File: src/rtl/bcd_convert_scheduler.sv
`default_nettype none
// ============================================================================
// Module   : bcd_convert_scheduler
// Purpose  : Shared shift-and-add-3 binary-to-BCD engine with round-robin
//            arbitration. Optional macro BCD_RANGE_CHECK_EN clamps to 99.
// Revision : 1.0 - initial release
// ============================================================================
module bcd_convert_scheduler #(
    parameter int N_CH = 3
) (
    input  logic              clk,
    input  logic              rst,
    input  logic [N_CH-1:0]   req,
    input  logic [8*N_CH-1:0] bin_flat,
    output logic [N_CH-1:0]   ack,
    output logic              busy,
    output logic [11:0]       bcd_out,
    output logic [1:0]        bcd_ch,
    output logic              bcd_valid,
    output logic              ovf
);

    localparam logic [1:0] C_IDLE  = 2'd0;
    localparam logic [1:0] C_SHIFT = 2'd1;
    localparam logic [1:0] C_DONE  = 2'd2;

    logic [1:0]      r_state;
    logic [19:0]     r_work;
    logic [2:0]      r_cnt;
    logic [1:0]      r_ptr;
    logic [1:0]      r_cur_ch;
    logic            r_clamp;

    logic            w_found;
    logic [1:0]      w_idx;
    logic [1:0]      w_cand;
    logic [N_CH-1:0] w_onehot;
    logic [7:0]      w_raw;
    logic [7:0]      w_operand;
    logic            w_clamp;
    logic [1:0]      w_next_ptr;

    // One add-3 correction pass followed by a left shift of {bcd, bin}.
    function automatic logic [19:0] shift_step(input logic [19:0] w);
        logic [19:0] a;
        a = w;
        if (a[19:16] >= 4'd5) a[19:16] = a[19:16] + 4'd3;
        if (a[15:12] >= 4'd5) a[15:12] = a[15:12] + 4'd3;
        if (a[11:8]  >= 4'd5) a[11:8]  = a[11:8]  + 4'd3;
        return {a[18:0], 1'b0};
    endfunction

    // Search starts at the pointer and wraps, so the last winner goes last.
    always_comb begin
        w_found  = 1'b0;
        w_idx    = 2'd0;
        w_cand   = 2'd0;
        w_onehot = '0;
        w_raw    = 8'd0;
        for (int i = 0; i < N_CH; i++) begin
            w_cand = 2'((int'(r_ptr) + i) % N_CH);
            for (int k = 0; k < N_CH; k++) begin
                if (!w_found && (w_cand == 2'(k)) && req[k]) begin
                    w_found = 1'b1;
                    w_idx   = w_cand;
                end
            end
        end
        for (int k = 0; k < N_CH; k++) begin
            if (w_idx == 2'(k)) begin
                w_raw       = bin_flat[8*k +: 8];
                w_onehot[k] = w_found;
            end
        end
    end

`ifdef BCD_RANGE_CHECK_EN
    assign w_clamp   = (w_raw > 8'd99);
    assign w_operand = w_clamp ? 8'd99 : w_raw;
`else
    assign w_clamp   = 1'b0;
    assign w_operand = w_raw;
`endif

    assign w_next_ptr = (w_idx == 2'(N_CH - 1)) ? 2'd0 : w_idx + 2'd1;
    assign busy       = (r_state != C_IDLE);

    always_ff @(posedge clk) begin
        if (rst) begin
            r_state   <= C_IDLE;
            r_work    <= 20'd0;
            r_cnt     <= 3'd0;
            r_ptr     <= 2'd0;
            r_cur_ch  <= 2'd0;
            r_clamp   <= 1'b0;
            ack       <= '0;
            bcd_out   <= 12'h000;
            bcd_ch    <= 2'd0;
            bcd_valid <= 1'b0;
            ovf       <= 1'b0;
        end else begin
            ack       <= '0;
            bcd_valid <= 1'b0;
            case (r_state)
                C_IDLE: begin
                    if (w_found) begin
                        r_work   <= {12'h000, w_operand};
                        r_cur_ch <= w_idx;
                        r_clamp  <= w_clamp;
                        r_cnt    <= 3'd0;
                        r_ptr    <= w_next_ptr;
                        ack      <= w_onehot;
                        r_state  <= C_SHIFT;
                    end
                end
                C_SHIFT: begin
                    r_work <= shift_step(r_work);
                    r_cnt  <= r_cnt + 3'd1;
                    if (r_cnt == 3'd7) r_state <= C_DONE;
                end
                C_DONE: begin
                    bcd_out   <= r_work[19:8];
                    bcd_ch    <= r_cur_ch;
                    ovf       <= r_clamp;
                    bcd_valid <= 1'b1;
                    r_state   <= C_IDLE;
                end
                default: r_state <= C_IDLE;
            endcase
        end
    end

endmodule
`default_nettype wire

File: config.mk
export PLATFORM = sky130hd
export DESIGN_NAME = bcd_convert_scheduler
export DESIGN_NICKNAME = d
export VERILOG_FILES = /design/src/rtl/bcd_convert_scheduler.sv
export SDC_FILE = /design/constraint.sdc
export NUM_CORES = 1
export LEC_CHECK = 0
export BUFFER_PORTS_ARGS = -buffer_cell sky130_fd_sc_hd__buf_2
export CAP_MARGIN = 20
export CORE_MARGIN = 3
export CORE_UTILIZATION = 30
export DETAILED_ROUTE_END_ITERATION = 12
export PLACE_DENSITY_LB_ADDON = 0.08
export RECOVER_POWER = 100
export SKIP_CTS_REPAIR_TIMING = 1
export SYNTH_ARGS = -nofsm -noshare
export SYNTH_HDL_FRONTEND = slang
export SYNTH_SLANG_ARGS = --single-unit
File: constraint.sdc
create_clock -name clk -period 2.1 [get_ports clk]
set_input_delay 0.63 -clock clk [delete_from_list [all_inputs] [get_ports clk]]
set_output_delay 0.63 -clock clk [all_outputs]
set_load 0.05 [all_outputs]
==> results of run 1 <==
## synth_stat cells, types with 3 or more instances
master | instances | area [µm²]
nor3b_1 | 5 | 37.54
ha_1 | 12 | 150.1
nor2_1 | 24 | 90.09
a221o_1 | 7 | 70.07
dfxtp_1 | 47 | 940.9
a31oi_1 | 3 | 18.77
inv_1 | 12 | 45.04
o21ai_0 | 7 | 35.03
nand2b_1 | 6 | 37.54
buf_2 | 3 | 15.01
a21o_1 | 3 | 22.52
nand2_1 | 34 | 127.6
clkbuf_1 | 9 | 33.78
mux2_2 | 7 | 78.83
a21oi_1 | 23 | 115.1
nor3_1 | 3 | 15.01
o211ai_1 | 3 | 22.52
nand3_1 | 5 | 25.02
a22oi_1 | 13 | 97.59
xnor2_1 | 5 | 43.79
## area by class of cell
type	count	area (µm²)
Multi-Input combinational cell	192	1314
Sequential cell	47	945.9
Fill cell	803	4523
Clock buffer	6	82.58
Timing Repair Buffer	66	374.1
Inverter	12	45.04
Tap cell	99	123.9
Clock inverter	2	38.79
## path summary, 6_finish.rpt
| kind | slack, ps | cells after the start | from | end |
|---|---|---|---|---|
| setup reg to reg | -90 | 9 | r_ptr[1] | r_work[6] |
| hold / removal | 450 | 2 | r_cur_ch[1] | bcd_ch[1] |
| setup / recovery | -90 | 9 | r_ptr[1] | r_work[6] |
| hold reg to reg | 450 | 2 | r_cur_ch[1] | bcd_ch[1] |
## sequential cells by signal, indices dropped and copies added, names as in the netlist
signal / flops
r_work: 20
r_cnt: 3
r_cur_ch: 2
bcd_out: 12
bcd_valid: 1
r_ptr: 2
ack: 3
r_state: 2
bcd_ch: 2
## through the flow
step | power, W | TNS (ps) | hold WS [ps] | cells | setup WS [ps]
2_1_floorplan | 0.002101 | -71.03 | 432.3 | 268 | -71.03
3_3_place_gp | 0.002525 | -2184 | 442.3 | 414 | -232.5
3_5_place_dp | 0.002519 | -2329 | 448.7 | 414 | -254.1
4_1_cts | 0.003255 | -1295 | 457.1 | 422 | -198.0
5_1_grt | 0.003491 | -1407 | 472.1 | 424 | -184.6
6_report | 0.003268 | -635.1 | 454.6 | 424 | -94.70
## per-layer routing
metal	wire (µm)	global-route usage (%)	vias up
li1	-	-	1060
met5	0	0	-
met3	160	2.311	4
met1	2845	17.94	934
met2	2545	20.14	28
met4	38	3.606	0
## worst reg2reg max path: cells and delay by family, from the launching register on
kind	cells	cell delay, ps
compound gates	2	680
simple gates	3	480
flops	1	380
buf+inv	3	370
fa+ha+maj	1	180
## cell usage in the layout, fill, tap and decap left out, types with 2 or more instances in the layout
cell type  instances
a211oi_1           2
a21o_1             3
a21oi_1           23
a221o_1            7
a22oi_1           13
a31oi_1            3
a32oi_1            2
and2_1             2
and3_1             2
buf_12             2
buf_2             28
buf_4             14
clkbuf_1          19
clkbuf_2           2
clkbuf_8           6
dfxtp_1           45
ha_1              10
ha_4               2
inv_1             10
inv_2              2
mux2_2             7
mux2i_1            2
nand2_1           34
nand2b_1           6
nand3_1            5
nor2_1            24
nor2b_1            2
nor3_1             3
nor3b_1            5
nor4bb_1           2
o211ai_1           3
o21ai_0            7
or3_1              2
xnor2_1            5
## logic make-up after synthesis
| kind of cell | count (synthesis) | share of synthesized area, % |
|---|---|---|
| and+or+nand+nor | 96 | 21.69 |
| DFF | 47 | 39.79 |
| xor gates and xnor gates | 5 | 1.852 |
| buffers and inverters | 29 | 5.713 |
| other | 1 | 0.1586 |
| muxes | 9 | 4.180 |
| AOI/OAI and AO/OA | 69 | 20.26 |
| adders and majority gates | 12 | 6.349 |
## report_power, final
| group | leakage, nW | internal [W] | switching [W] |
|---|---|---|---|
| clock | 0.0618 | 0.000392 | 0.000324 |
| combinational | 0.706 | 0.000635 | 0.000776 |
| sequential | 0.383 | 0.00105 | 0.0000945 |
==> metrics.md, run 1 <==
| Metric | Value |
|---|---|
| Data required time at the worst endpoint | 2290 ps |
| Total non-filler cell area in the finished layout | 2924 µm² |
| Area of the die | 8984 µm² |
| Post-route clock period utilization | 104.5% |
| Final setup violation count | 8 |
| Largest stage delay, worst path | 380 ps |
| Antenna viol nets, final | 0 |
| Slowest cell on the critical path | dfxtp_2 |
| Total iterations of the first detailed-routing run | 5 |
| Number of placement rows | 31 |
| Syn Inst Count | 268 |
| Number of CTS-inserted buffers | 5 |
| Setup repair after global routing missed its margin | true |
| Clock-pin transition on the worst setup and hold timing paths | 90 ps |
| Area growth syn-to-layout | 23.65% |
| Relative slew margins | 57.24% |
| DR vias | 2,026 |
| Total half-perimeter wirelength after legalization and detailed placement | 3847 µm |
| Post-synth EDFFs | 0 |
| Bufs and invs on worst path | 3 |
| Final hold violation count | 0 |
| Starting density of the core | 31.75% |
| Number of antenna violations at the first check in global routing | 0 |
| Root Driver | clkbuf_8 |
| Per-cell routed wire length | 13.18 µm |
| Cell type with the highest occurrence count on the critical path | buf_4 |
| Failing checks | negative setup slack |
| TritonCTS clock tree | built |
| Critical-path cell list | inv_2, ha_4, buf_4, nor4bb_1, o311a_1, nor3_4, nor4_4, buf_4, a221o_1 |
| Portion of the post-synthesis area used by sequential elements | 39.79% |
| Max H-tree Level | 2 |
| Critical path peak fanout | 8 |
| Net Count, Synth | 309 |
| First-pass GRT wire length | 9170 µm |
| Final routed wirelength across all metal layers | 5590 µm |
| Power Density | 1118 nW/µm² |
| Flip-flop cell with the highest count after synthesis | dfxtp_1 |
| Congestion Overflow GR | 0 |
| Post-Route Skew | 5.250 ps |
| Area inside the core boundary | 7447 µm² |
| Die Wd | 94.79 µm |
| Antenna diode count | 0 |
| Area after detailed placement | 2789 µm² |
| Distinct cell type count of the synthesized netlist | 47 |
| Share of synthesized registers carrying an async set or reset | 0% |
| DRC Markers | 0 |
| Layout Nets | 365 |
| Synthesized area per cell | 8.824 µm² |
| Highest Clock Rate | 455.6 MHz |
| Maximum number of pins on one net before global-route repair | 31 |
| Layout cells sized above 1 | 23.38% |
| DIE HEIGHT | 94.79 µm |
| Status | complete, but fails checks |
| Post-layout min period | 2195 ps |
| Maximum VDD drop | 0.3459 mV |
| Kind of cell with the highest combined delay on the critical path | compound AO/OA/AOI/OAI gates |
| Sort of element at the end of the critical path | register |
| PnR worst setup slack | -94.70 ps |
| Number of violations reported at the end of detailed-routing iteration 0 | 38 |
| Synth Cell Area | 2365 µm² |
| Clock network latency to the later pin of the worst-skew pair | 300 ps |
| Number of slew-limit violations in the final report | 0 |
| Average via count per standard cell | 4.778 |
| Critical path type | register to register |
| Tightest Pin Transition | 641.4 ps |
| Register bit total from synthesis | 47 |
| Maximum clock insertion buffer count | 2 |
| WP data arrival | 2390 ps |
| Number of clock sinks | 47 |
| Number of global-route vias before repair | 1,877 |
| Layout Utilization | 39.26% |
| Max-cap violations | 0 |
| Leakage power | 1.151 nW |
| GRT Util Overall | 12.82% |
| Number of port buffers | 47 |
| Path category of the worst min-delay check | register to register |
| Count of yosys warnings during synthesis | 0 |
| I/O pin cnt | 49 |
| Startpoint class of the critical path | register |
| Final weighted congestion of routability-driven global placement | 0.7199 |
No activity file was read; power rests on OpenSTA's default activity.
==> inputs of run 2 (changes only) <==
--- a/config.mk
+++ b/config.mk
@@ -9,9 +9,11 @@
 export CAP_MARGIN = 20
 export CORE_MARGIN = 3
 export CORE_UTILIZATION = 30
+export CTS_BUF_LIST = sky130_fd_sc_hd__clkbuf_16
 export DETAILED_ROUTE_END_ITERATION = 12
 export PLACE_DENSITY_LB_ADDON = 0.08
 export RECOVER_POWER = 100
+export REMOVE_ABC_BUFFERS = 1
 export SKIP_CTS_REPAIR_TIMING = 1
 export SYNTH_ARGS = -nofsm -noshare
 export SYNTH_HDL_FRONTEND = slang
==> run 2 against run 1 <==
Clock-buffer cell count shrank 1; combinational power increased by 9%; routed wire length fell by 1.1%; total power rose by 9.0%; the flow still finishes with violations (negative setup slack); sequential share of layout area decreased by 1.1 points; largest cell class unchanged; final cell count up 0.71%; cell area is 3.9% higher; flip-flop and latch count did not move; hold slack worse by 8.2 ps; core utilization up 1.5 points; register-to-register slack improved by 50 ps; largest power group unchanged; critical endpoint is now r_work[7]; via count grew 2.2%.
==> metrics.md, run 2 (synthesis results as in run 1) <==
| Metric | Value |
|---|---|
| Status | complete, but fails checks |
| Failing checks | negative setup slack |
| Fill cell total of the finished layout | 797 (-0.75%) |
| Post-placement cell count | 414 (unchanged) |
| Antenna viol nets, final | 0 (unchanged) |
| Antenna diode count | 0 (unchanged) |
| PnR worst setup slack | -41.19 ps (+53.51 ps) |
| Number of slew-limit violations in the final report | 0 (unchanged) |
| Critical path peak fanout | 5 (-3) |
| Number of antenna violations at the first check in global routing | 0 (unchanged) |
| Number of port buffers | 47 (unchanged) |
| Worst hold path startpoint | r_cur_ch[0] |
| Path category of the worst min-delay check | register to register |
| Highest Clock Rate | 467.0 MHz (+2.5%) |
| Layout Nets | 369 (+1.1%) |
| Startpoint class of the critical path | register |
| Hold slack final | 446.5 ps (-8.158 ps) |
| Area of the die | 8984 µm² (unchanged) |
| WP data arrival | 2340 ps (-50 ps) |
| Most flops, register | r_work |
| Tightest Pin Transition | 639.3 ps (-2.109 ps) |
| Number of cells in the finished layout apart from fillers | 427 (+0.71%) |
| Max H-tree Level | 2 (unchanged) |
| Clock network latency to the later pin of the worst-skew pair | 280 ps (-20 ps) |
| Area growth syn-to-layout | 28.52% |
| Number of CTS-inserted buffers | 5 (unchanged) |
| Worst reg2reg path depth | 8 (-1) |
| Clock-pin transition on the worst setup and hold timing paths | 60 ps (-30 ps) |
| Setup repair after global routing missed its margin | true |
| Worst min-delay path endpoint | bcd_ch[0] |
| Average via count per standard cell | 4.850 (+1.5%) |
| Maximum clock insertion buffer count | 2 (unchanged) |
| DIE HEIGHT | 94.79 µm (unchanged) |
| Number of clock sinks | 47 (unchanged) |
| DRC Markers | 0 (unchanged) |
| Highest-count cells in the layout ignoring fill and taps | 45 x dfxtp_1, 34 x nand2_1, 29 x buf_2, 24 x nor2_1, 23 x a21oi_1 |
| Final weighted congestion of routability-driven global placement | 0.7498 (+4.2%) |
| DR vias | 2,071 (+2.2%) |
| Switching pwr | 0.001216 W (+1.8%) |
| Per-cell routed wire length | 12.95 µm (-1.8%) |
| Data required time at the worst endpoint | 2300 ps (about the same) |
| Starting density of the core | 31.75% (unchanged) |
| Total power of the final layout | 0.003563 W (+9.0%) |
| Reg2Reg Launch Point | r_ptr[1] |
| Reg-to-reg slack, setup | -40 ps (+50 ps) |
| Relative slew margins | 57.38% (+0.14 points) |
| Hold Path Depth | 2 (unchanged) |
| Layout cells sized above 1 | 25.30% (+1.9 points) |
| Final hold violation count | 0 (unchanged) |
| Final routed wirelength across all metal layers | 5528 µm (-1.1%) |
| Post-layout min period | 2141 ps (-53.51 ps) |
| GRT Util Overall | 12.57% (-0.25 points) |
| Root Driver | clkbuf_16 |
| Crit Reg-Reg Endpoint | r_work[7] |
| Area inside the core boundary | 7447 µm² (unchanged) |
| Fraction of power consumed by the clock network | 24.5% (+2.6 points) |
| Top Registers | r_work: 20 flops, bcd_out: 12 flops |
| First-pass GRT wire length | 9087 µm (-0.91%) |
| Total half-perimeter wirelength after legalization and detailed placement | 3768 µm (-2.1%) |
| Maximum VDD drop | 0.4858 mV (+40%) |
| Number of violations reported at the end of detailed-routing iteration 0 | 88 (+130%) |
| Congestion Overflow GR | 0 (unchanged) |
| I/O pin cnt | 49 (unchanged) |
| Number of global-route vias before repair | 1,936 (+3.1%) |
| Number of placement rows | 31 (unchanged) |
| Number of flip-flops in the largest register | 20 (unchanged) |
| Worst Setup Slack post-DPL | -225.3 ps (+28.78 ps) |
| Critical path type | register to register |
| Leakage power | 1.200 nW (+4.2%) |
| Leading cell type in the layout, fill and taps excluded | dfxtp_1 |
| Sort of element at the end of the critical path | register |
| TritonCTS clock tree | built |
| Power Density | 1172 nW/µm² (+4.9%) |
| Final setup violation count | 8 (unchanged) |
| Maximum number of pins on one net before global-route repair | 23 (-26%) |
| Switching share of total power | 34.13% (-2.4 points) |
| Max-cap violations | 0 (unchanged) |
| Post-Route Skew | 5.181 ps (-0.06864 ps) |
| Post-route clock period utilization | 102.0% (-2.5 points) |
| Cell internal pwr | 0.002347 W (+13%) |
| Die Wd | 94.79 µm (unchanged) |
| Relative contribution of sequential cells to total power | 32.3% (-2.6 points) |
| Combinational group share of total power | 43.2% (about the same) |
| Total iterations of the first detailed-routing run | 4 (-1) |
-- run 2: cell types whose count changed in the layout (fill, tap and decap cells not counted), sizes merged --
cell and delta:
clkbuf -5, buf +8
-- run 2: worst max path at each step --
stage	start	end	slack, ps	depth (start not counted)
floorplan	r_ptr[0]	r_work[0]	-430	6
global placement	req[2]	r_work[7]	-210	6
detailed placement	req[2]	r_work[7]	-230	6
CTS	r_ptr[0]	r_work[7]	-220	7
global route	r_ptr[0]	r_work[1]	-110	8
finish	r_ptr[1]	r_work[7]	-40	8
-- run 2: power groups by stage --
| stage | registers (W) | clock network, W | logic [W] |
|---|---|---|---|
| finish | 0.00115 | 0.000873 | 0.00154 |
| floorplan | 0.00118 | 0 | 0.000832 |
| CTS | 0.00113 | 0.000903 | 0.00135 |
| global route | 0.00117 | 0.000928 | 0.00169 |
| detailed placement | 0.00114 | 0 | 0.00134 |
| global placement | 0.00114 | 0 | 0.00134 |
-- run 2: final cells by class --
class / count / area [µm²] / share of cell area [%]
inverters: 12 / 50.05 / 1.647
multi-input cells: 192 / 1336 / 43.97
clock buffers: 5 / 125.1 / 4.117
flip-flops and latches: 47 / 948.4 / 31.21
well taps: 99 / 123.9 / 4.076
repair buffers: 70 / 421.7 / 13.87
clock inverters: 2 / 33.78 / 1.112
-- run 2: stage by stage --
stage	setup TNS [ps]	area, µm²	utilization [%]
6_report	-250.7	3039	40.81
5_1_grt	-902.2	3039	40.81
4_1_cts	-2103	2933	39.38
3_5_place_dp	-2098	2774	37.25
3_3_place_gp	-1930	2774	37.25
2_1_floorplan	-8308	2275	-
-- run 2: critical path, cell delays in order, from the launching register on --
cell	delay, ps
dfxtp_4	360
inv_4	60
ha_4	150
buf_6	110
and4bb_2	250
o211a_4	250
or4_4	470
a21o_1	180
a221oi_2	220
-- run 2: routing by layer --
metal | up-vias | wire length (µm) | track usage (%)
met5 | - | 0 | 0
met4 | 0 | 62 | 3.966
met3 | 5 | 241 | 2.629
met2 | 44 | 2503 | 19.73
met1 | 951 | 2720 | 17.22
li1 | 1071 | - | -
